[src/rtl/ps2_scan_ctrl.sv]
// ps2_scan_ctrl: decodes PS/2 make/break/E0 sequences from the keyboard FIFO into key events (E0 decoding enabled by PS2_SCAN_EXT_EN).
module ps2_scan_ctrl #(
  parameter int COUNT_W       = 8,
  parameter bit REPEAT_FILTER = 1'b1
) (
  input  logic               clk,
  input  logic               rst,
  input  logic [7:0]         ps2_data,
  input  logic               ps2_ready,
  input  logic               ps2_overflow,
  output logic               ps2_nextdata_n,
  output logic               evt_valid,
  input  logic               evt_ready,
  output logic [7:0]         evt_code,
  output logic               evt_break,
  output logic               evt_ext,
  output logic               held_valid,
  output logic [7:0]         held_code,
  output logic [COUNT_W-1:0] press_count,
  output logic               ovf_sticky
);
  typedef enum logic [1:0] {IDLE, EXT, BRK, EXT_BRK} state_t;
  state_t state, state_n;
  logic pop, mk, bk, ext, held_ext, sup;
  assign pop = ps2_ready & ~evt_valid & ~rst;
  assign ps2_nextdata_n = ~pop;
  always_ff @(posedge clk) state <= rst ? IDLE : state_n;
  always_comb begin
    state_n = state;
    mk = 1'b0;
    bk = 1'b0;
    ext = 1'b0;
    if (pop) begin
`ifdef PS2_SCAN_EXT_EN
      case (state)
        IDLE: begin
          if (ps2_data == 8'hE0) state_n = EXT;
          else if (ps2_data == 8'hF0) state_n = BRK;
          else mk = 1'b1;
        end
        EXT: begin
          ext = 1'b1;
          if (ps2_data == 8'hF0) state_n = EXT_BRK;
          else if (ps2_data != 8'hE0) begin
            mk = 1'b1;
            state_n = IDLE;
          end
        end
        BRK: begin
          bk = 1'b1;
          state_n = IDLE;
        end
        default: begin
          bk = 1'b1;
          ext = 1'b1;
          state_n = IDLE;
        end
      endcase
`else
      // Without extended decoding, E0 prefixes are swallowed wherever they appear.
      if (ps2_data != 8'hE0) begin
        if (state == BRK) begin
          bk = 1'b1;
          state_n = IDLE;
        end else if (ps2_data == 8'hF0) state_n = BRK;
        else mk = 1'b1;
      end
`endif
    end
  end
  assign sup = REPEAT_FILTER && held_valid && held_code == ps2_data && held_ext == ext;
  always_ff @(posedge clk) begin
    if (rst) begin
      evt_valid   <= 1'b0;
      evt_code    <= 8'h00;
      evt_break   <= 1'b0;
      evt_ext     <= 1'b0;
      held_valid  <= 1'b0;
      held_code   <= 8'h00;
      held_ext    <= 1'b0;
      press_count <= '0;
      ovf_sticky  <= 1'b0;
    end else begin
      if (evt_valid && evt_ready) evt_valid <= 1'b0;
      if ((mk && !sup) || bk) begin
        evt_valid <= 1'b1;
        evt_code  <= ps2_data;
        evt_break <= bk;
        evt_ext   <= ext;
      end
      if (mk && !sup) begin
        held_valid  <= 1'b1;
        held_code   <= ps2_data;
        held_ext    <= ext;
        press_count <= press_count + COUNT_W'(1);
      end
      if (bk && held_valid && held_code == ps2_data && held_ext == ext) held_valid <= 1'b0;
      if (ps2_overflow) ovf_sticky <= 1'b1;
    end
  end
endmodule
[config.mk]
export PLATFORM = sky130hd
export DESIGN_NAME = ps2_scan_ctrl
export DESIGN_NICKNAME = d
export VERILOG_FILES = /design/src/rtl/ps2_scan_ctrl.sv
export SDC_FILE = /design/constraint.sdc
export NUM_CORES = 1
export LEC_CHECK = 0
export CORE_MARGIN = 2
export CORE_UTILIZATION = 48
export DETAILED_ROUTE_END_ITERATION = 16
export GPL_TIMING_DRIVEN = 0
export PLACE_DENSITY_LB_ADDON = 0.15
export SLEW_MARGIN = 20
export SYNTH_ARGS = -nofsm -noshare
export SYNTH_HDL_FRONTEND = slang
export SYNTH_SLANG_ARGS = --single-unit
[constraint.sdc]
create_clock -name clk -period 2.7 [get_ports clk]
set_input_delay 0.27 -clock clk [delete_from_list [all_inputs] [get_ports clk]]
set_output_delay 0.27 -clock clk [all_outputs]
set_load 0.005 [all_outputs]
# Word-level counts from Yosys, hierarchy flattened
# Index checks and enable logic that the tools add are counted.
[word_totals]
regBits = 30
rom_bits = 0
latchBits = 0
inputBits = 13
output_inout_bits = 30
word_cells = 40
ramBits = 0
memories = 0
[classes]
n_lt_le_gt_ge = 0
div = 0
bitwise = 5
n_addsub = 1
shifts = 0
mul = 0
n_eq_ne = 4
n_mux = 11
reduce_logical = 11
[op_table]
columns = ["operator", "n"]
rows = [
  ["1-bit two-way mux", 9],
  ["8-bit by 1-bit adder with 8-bit output (second input constant)", 1],
  ["8-bit equality test", 1],
  ["8-bit equality test (second input constant)", 1],
  ["8-bit inequality test (second input constant)", 1],
  ["1-bit logical AND", 5],
  ["2-bit two-way mux", 2],
  ["2-bit nonzero test", 2],
  ["1-bit inverter", 3],
  ["3-bit AND reduction", 1],
  ["1-bit bitwise AND", 2],
  ["2-bit equality test (second input constant)", 1],
  ["2-bit OR reduction", 1],
  ["1-bit zero test", 1],
  ["1-bit logical OR", 1],
]

# Logic depth before layout (Yosys ltp)
# Gate-level depths: netlist of run 1.
[depth]
depth_word = 8
mapped_depth = 8
depth_no_buf = 6

# Worst setup path before layout of run 1
# No wires, ideal clock.
[synth_path]
path_kind = "register to register"
from = "register evt_valid"
to = "register press_count[5]"
stages_incl_launch_ff = 8
period_less_slack_ps = 1686
path_buffers = 1
required_ps = 2629
arrival_time_ps = 1615
slack_ps = 1014
setup_time_ps = 71
path_cell_list = "dfxtp_1 > nor3b_4 > inv_2 > a311oi_2 > o31ai_2 > buf_6 > or3_1 > a21oi_1"
[synth_between]
elab_chain_len = 5
[synth_rtl]
columns = ["item", "line", "rtl"]
rows = [
  ["from (decl)", "12", "output logic evt_valid,"],
  ["from (signal assigned)", "74", "evt_valid <= 1'b0;"],
  ["from (signal assigned)", "84", "if (evt_valid && evt_ready) evt_valid <= 1'b0;"],
  ["from (signal assigned)", "86", "evt_valid <= 1'b1;"],
  ["1-bit inverter", "25", "assign pop = ps2_ready & ~evt_valid & ~rst;"],
  ["1-bit bitwise AND (2 in a row)", "25", ""],
  ["1-bit two-way mux", "33", "if (pop) begin"],
  ["1-bit logical AND", "91", "if (mk && !sup) begin"],
  ["to (signal assigned)", "95", "press_count <= press_count + COUNT_W'(1);"],
  ["to (decl)", "19", "output logic [COUNT_W-1:0] press_count,"],
]
# No other way between the ends.
# A chain may end at the register's enable or synchronous reset.

# Worst setup path after layout of run 1
[layout_path]
from = "input ps2_data[4]"
to = "register evt_code[1]"
[layout_between]
elab_chain_len = 7
elab_cells_between_ends = 13
classes_between = "eq/ne: 3; mux: 6; reduce/logical: 4"
[layout_rtl]
columns = ["item", "line", "rtl"]
rows = [
  ["from (decl)", "8", "input logic [7:0] ps2_data,"],
  ["8-bit equality test", "65", "end else if (ps2_data == 8'hF0) state_n = BRK;"],
  ["1-bit two-way mux", "65", ""],
  ["1-bit two-way mux", "62", "if (state == BRK) begin"],
  ["1-bit two-way mux", "61", "if (ps2_data != 8'hE0) begin"],
  ["1-bit two-way mux", "33", ""],
  ["1-bit logical AND", "85", "if ((mk && !sup) || bk) begin"],
  ["1-bit logical OR *", "85", ""],
  ["to (signal assigned)", "87", "evt_code <= ps2_data;"],
  ["to (decl)", "14", "output logic [7:0] evt_code,"],
]
# Mark *: on every way between the ends. The rest lies on a longest branch, timed or not.

==> results_dict.tcl, run 1 <==
set metrics [dict create \
    outcome "completed" \
    clk_pin_slew_ns 0.08 \
    fmax_mhz 467 \
    cts_root_buffer "clkbuf_4" \
    grt_pass1_vias 1148 \
    crit_start "ps2_data[4]" \
    yosysSeqAreaShare_pct 44.5 \
    synth_cells 148 \
    clock_skew_ns 0.00756 \
    clock-sinks 29 \
    slew_viol_final 0 \
    vias_per_cell 5.58 \
    core_mm2 0.00252 \
    slowest_delay_ns 0.83 \
    synth_compound_area_share_pct 16.2 \
    layout-area-overhead-vs-synth_pct 37.6 \
    fin_ws_ns 0.559 \
    critPathCaptureType "flop" \
    slew_headroom_pct 35.1 \
    routed_wl_um 3120 \
    drt-initial-drc-count 18 \
    mappedNetlistArea_mm2 0.00131 \
    synthSimpleGateAreaFrac_pct 21.1 \
    yosysTopAreaCellShare_pct 44.5 \
    cts_hold_buf 0 \
    worstPathCellList "clkdlybuf4s50_1, xnor2_1, nand3_1, nor4_1, o21ai_0, a21oi_1" \
    globalplace.congestion 0.863 \
    pwr_density_cell_mw_per_mm2 459 \
    fill_cells 213 \
    synth_fa_ha_area_share_pct 0.959 \
    ir_drop_uv 359 \
    grt_overflow 0 \
    slowest_stage "nor4_1" \
    fp-row-count 18 \
    clock_latency_ns 0.33 \
    htreeDepth 2 \
    yosysWarnings 0 \
    cp_data_arrival_time_ns 2.40 \
    place_ws_ns 0.225 \
    crit_path_max_fanout 8 \
    drv_cap 0 \
    cp.required_ns 2.96 \
    critPathTopFamily "simple AND/OR/NAND/NOR gates" \
    fin_crit_sh_pct 79.3 \
    initial_core_util_pct 51.7 \
    synth_top_cell_by_area "dfxtp_1" \
    grt_max_degree 11 \
    die_area_mm2 0.00315 \
    synth-edff-count 0 \
    start_kind "input port" \
    hold_viol_final 0 \
    grt_setup_unrepaired "no" \
    firstDrtPassIters 4 \
    netlist-cell-type-count 32 \
    rrSetupSlack_ns 0.72 \
    dp_hpwl_um 2370 \
    cts_buffers 5 \
    worst_pin_slew_ns 0.965 \
    synthMuxAreaShare_pct 6.90 \
    vias 1255 \
    cts_tree "built" \
    dieHeight_um 56.1 \
    worst-path-buf-inv 1 \
    antenna_cells 0 \
    syn_avg_cell_area_um2 8.82 \
    min_to "evt_break" \
    leakagePower_nw 0.653 \
    final_cells 225 \
    critical_path_class "in -> reg" \
    wl_per_cell_um 13.9 \
    num_io_pins 43 \
    io_buffer_count 41 \
    synth-seq-cells 29 \
    place_inst 219 \
    min_path_type "reg -> reg" \
    tns_ns 0 \
    hp-start "evt_break" \
    min_path_cells 2 \
    layout.nets 210 \
    reg2reg_from "held_code[2]" \
    yosys.cell_count.top_type "dfxtp_1" \
    r2r_cells 5 \
    synth_fp_nets 162 \
    r2r_end "evt_code[1]" \
    ys.flop_type "dfxtp_1" \
    cts_resized 0 \
    antenna_left 0 \
    setup_viol 0 \
    groute.usage.overall_pct 21.3 \
    synth_common_cells "dfxtp_1 (29), nor2_1 (17), a21oi_1 (16), o21ai_0 (15), nand3_1 (13)" \
    synth_top_family_by_area "simple AND/OR/NAND/NOR gates" \
    die_x_um 56.1 \
    antenna_found_initial 0 \
    post_cts_buffers 0 \
    netlist_top_cells_area "dfxtp_1 (44%), mux2i_1 (6.9%), a21oi_1 (6.1%)" \
    async_reset_ff_share_pct 0 \
    drc 0 \
    cts_buffer_depth 2 \
    period_minus_slack_ns 2.14 \
    grt_first_pass_wirelength_um 5200 \
    drive_gt1_share_pct 7.18 \
    synthXorXnorAreaFrac_pct 6.04 \
]
==> routing by layer <==
layer,track usage (%),share of wire (%),vias to the layer above
met4,13.6,1.7,0
li1,-,-,617
met5,0,0,-
met1,27.5,44,585
met2,31.1,47,48
met3,5.81,6.9,5
==> how the worst max path moves through the flow <==
stage	endpoint	slack, ns	cells past startpoint
finish	evt_code[1]	0.56	6
global route	evt_code[7]	0.34	6
CTS	evt_code[6]	0.57	6
detailed placement	evt_code[6]	0.23	6
global placement	evt_code[0]	0.30	6
floorplan	press_count[5]	1.01	7
==> cell usage in the layout, fill, tap and decap left out, drive strengths merged, types with 3 or more instances in the layout <==
| master | Yosys | final |
|---|---|---|
| clkbuf | 5 | 10 |
| mux2i | 9 | 9 |
| nand2 | 4 | 4 |
| nor2 | 17 | 17 |
| buf | 3 | 3 |
| o21ai | 16 | 16 |
| dfxtp | 29 | 29 |
| a21oi | 16 | 16 |
| nand3 | 13 | 13 |
| clkdlybuf4s50 | 0 | 41 |
| xnor2 | 8 | 8 |
| or3 | 6 | 6 |
==> layout make-up <==
type / instances / area [um^2] / share of cell area (%)
repair buffers: 41 / 410 / 22.9
clock inverters: 1 / 5.00 / 0.279
well taps: 30 / 37.5 / 2.09
clock buffers: 5 / 37.5 / 2.09
inverters: 2 / 7.51 / 0.418
plain buffers: 8 / 45.0 / 2.51
flip-flops and latches: 29 / 581 / 32.3
multi-input cells: 109 / 672 / 37.4
==> report_power, final <==
part           total (mW)  switching [mW]  internal, mW
Clock               0.230           0.140        0.0899
Sequential          0.458          0.0141         0.444
Combinational       0.136          0.0596        0.0761
Total               0.823           0.213         0.610
==> worst min-delay path, delay by kind of cell, from the launching register on <==
kind            cells  cell delay (ns)
flops               1             0.32
simple gates        1             0.05
compound gates      1             0.05
==> kinds of logic after synthesis <==
logic type,count (synthesis)
and+or+nand+nor,52
xor gates and xnor gates,9
AOI/OAI and AO/OA,37
muxes,9
other,1
buffers and inverters,10
adders and majority gates,1
DFF,29
==> registers in the layout (all words and copies together), names as in the netlist <==
| signal | flops |
|---|---|
| evt_code | 8 |
| held_code | 8 |
| press_count | 8 |
| evt_break | 1 |
| evt_valid | 1 |
| held_valid | 1 |
| ovf_sticky | 1 |
| state | 1 |
==> stage by stage <==
step	utilization (%)	hold slack, ns	power [mW]	cell area (um^2)
detailed placement	69.5	0.449	0.604	1750
finish	71.2	0.459	0.823	1800
global placement	69.5	0.447	0.600	1750
global route	71.2	0.499	0.867	1800
CTS	71.2	0.460	0.832	1800
floorplan	-	0.386	0.531	1310
Note: power is estimated with default switching activity, not from simulation.
==> run 2, diff against run 1 <==
--- a/config.mk
+++ b/config.mk
@@ -6,7 +6,7 @@
 export NUM_CORES = 1
 export LEC_CHECK = 0
 export CORE_MARGIN = 2
-export CORE_UTILIZATION = 48
+export CORE_UTILIZATION = 45
 export DETAILED_ROUTE_END_ITERATION = 16
 export GPL_TIMING_DRIVEN = 0
 export PLACE_DENSITY_LB_ADDON = 0.15
==> constraint.sdc (replaced) <==
create_clock -name clk -period 2.04 [get_ports clk]
set_input_delay 0.204 -clock clk [delete_from_list [all_inputs] [get_ports clk]]
set_output_delay 0.204 -clock clk [all_outputs]
set_load 0.005 [all_outputs]
==> run 2 against run 1 <==
  * Non-clock buffer count rose by 1
  * Sequential cell count is the same
  * Register-to-register slack got worse by 0.57 ns
  * Critical path depth grew 2
==> results_dict.tcl, run 2 (synthesis gave the netlist of run 1 again) <==
set metrics [dict create \
    drive_gt1_share_pct 8.12 \
    rrSetupSlack_ns 0.15 \
    outcome "completed" \
    antenna_cells 0 \
    drc 0 \
    multi_input_area_um2 698 \
    vias 1254 \
    routed_wl_um 3140 \
    cp_common_cell "buf_6" \
    die_area_mm2 0.00335 \
    drv_cap 0 \
    final_area_mm2 0.00185 \
    min_path_cells 3 \
    slowest_delay_ns 0.54 \
    vias_per_cell 5.50 \
    pwr_density_cell_mw_per_mm2 618 \
    met1_usage_pct 22.9 \
    grt.busiest_layer "met2" \
    cp_data_arrival_time_ns 2.14 \
    slew_viol_final 0 \
    layout-area-overhead-vs-synth_pct 41.9 \
    grt_setup_unrepaired "no" \
    cp.required_ns 2.24 \
    cts_buffer_depth 2 \
    r2r_end "held_code[0]" \
    reg_top3 "evt_code x8, held_code x8, press_count x8" \
    globalplace.congestion 0.820 \
    fp-row-count 19 \
    firstDrtPassIters 4 \
    worst-path-buf-inv 3 \
    crit_path_max_fanout 10 \
    hp-start "ps2_data[4]" \
    fin_crit_sh_pct 94.8 \
    leakagePower_nw 0.684 \
    groute.usage.overall_pct 20.0 \
    htreeDepth 2 \
    min_path_type "in -> reg" \
    antenna_left 0 \
    clk_pin_slew_ns 0.09 \
    dieHeight_um 57.9 \
    grt_overflow 0 \
    cts_hold_buf 0 \
    clock_skew_ns 0.00573 \
    reg2reg_from "held_code[2]" \
    place_inst 220 \
    slew_headroom_pct 58.6 \
    slowest_stage "clkdlybuf4s50_1" \
    fmax_mhz 517 \
    period_minus_slack_ns 1.93 \
    fill_cells 256 \
    layout_common_cells "clkdlybuf4s50_1 (39), dfxtp_1 (29), nor2_1 (17)" \
    cts_tree "built" \
    worstPathCellList "clkdlybuf4s50_1, xnor2_1, nand4_1, o31ai_4, buf_6, buf_6, mux2i_1, nor2_1" \
    layout.nets 211 \
    grt_pass1_vias 1180 \
    cts_buffers 5 \
    grt_max_degree 11 \
    grtUsageMet2_pct 35.6 \
    grtUsageMet3_pct 5.80 \
    critPathCaptureType "flop" \
    critPathTopFamily "buffers and inverters" \
    critical_path_class "in -> reg" \
    core_mm2 0.00276 \
    grt_first_pass_wirelength_um 5130 \
    final_common_cell "clkdlybuf4s50_1" \
    cts_root_buffer "clkbuf_4" \
    io_buffer_count 41 \
    drt-initial-drc-count 17 \
    setup_viol 0 \
    seqCellArea_um2 581 \
    initial_core_util_pct 47.3 \
    place_area_mm2 0.00175 \
    final_cells 228 \
    clock-sinks 29 \
    worst_pin_slew_ns 0.616 \
    min_to "evt_code[4]" \
    ir_drop_uv 581 \
    r2r_cells 7 \
    clock_latency_ns 0.32 \
    hold_viol_final 0 \
    die_x_um 57.9 \
    wl_per_cell_um 13.8 \
    num_io_pins 43 \
    dp_hpwl_um 2380 \
    finalPower_mw 1.14 \
    antenna_found_initial 0 \
    start_kind "input port" \
]
run 2: layout make-up:
| type | instances | share of cell area (%) |
|---|---|---|
| plain buffers | 8 | 2.64 |
| repair buffers | 42 | 22.8 |
| flip-flops and latches | 29 | 31.4 |
| clock buffers | 7 | 2.97 |
| well taps | 31 | 2.09 |
| multi-input cells | 109 | 37.7 |
| inverters | 2 | 0.405 |
run 2: how the worst max path moves through the flow:
stage                      from              to  slack (ns)  cells after the start
floorplan             evt_valid  press_count[5]        0.35                      7
global placement    ps2_data[4]     evt_code[5]       -0.34                      6
detailed placement  ps2_data[4]     evt_code[4]       -0.38                      6
CTS                 ps2_data[2]    held_code[0]        0.04                      8
global route        ps2_data[1]       evt_valid        0.02                      7
finish              ps2_data[2]    held_code[0]        0.11                      8
run 2: tightest hold or removal path, cell delays in order:
cell and delay, ns:
dlymetal6s2s_1 0.20, nand3_1 0.10, a21oi_1 0.06
run 2: repair_timing:
item | 4_1_cts | 5_1_grt
setup buffers | 0 | 1
resized for setup | 2 | 4
setup endpoints to repair | 9 | 13
pin swaps | 0 | 2
endpoints found under the hold margin | 0 | 0
run 2: stage by stage:
stage	setup WS [ns]	hold WS [ns]	util, %	setup TNS, ns
2_1_floorplan	0.354	0.320	-	0
3_3_place_gp	-0.342	0.446	63.6	-6.64
6_report	0.105	0.281	67.2	0
3_5_place_dp	-0.381	0.462	63.6	-7.35
4_1_cts	0.0360	0.465	66.2	0
5_1_grt	0.0158	0.298	67.2	0
run 2: metal layers:
| metal | share of wire (%) | vias up |
|---|---|---|
| li1 | - | 618 |
| met1 | 43 | 602 |
| met2 | 51 | 28 |
| met3 | 4.5 | 6 |
| met4 | 1.2 | 0 |
| met5 | 0 | - |
run 2: where the power goes:
group	switching, mW	internal (mW)	total [mW]	leakage (nW)
Clock	0.189	0.162	0.351	0.0314
Combinational	0.0825	0.104	0.186	0.416
Sequential	0.0189	0.588	0.607	0.236
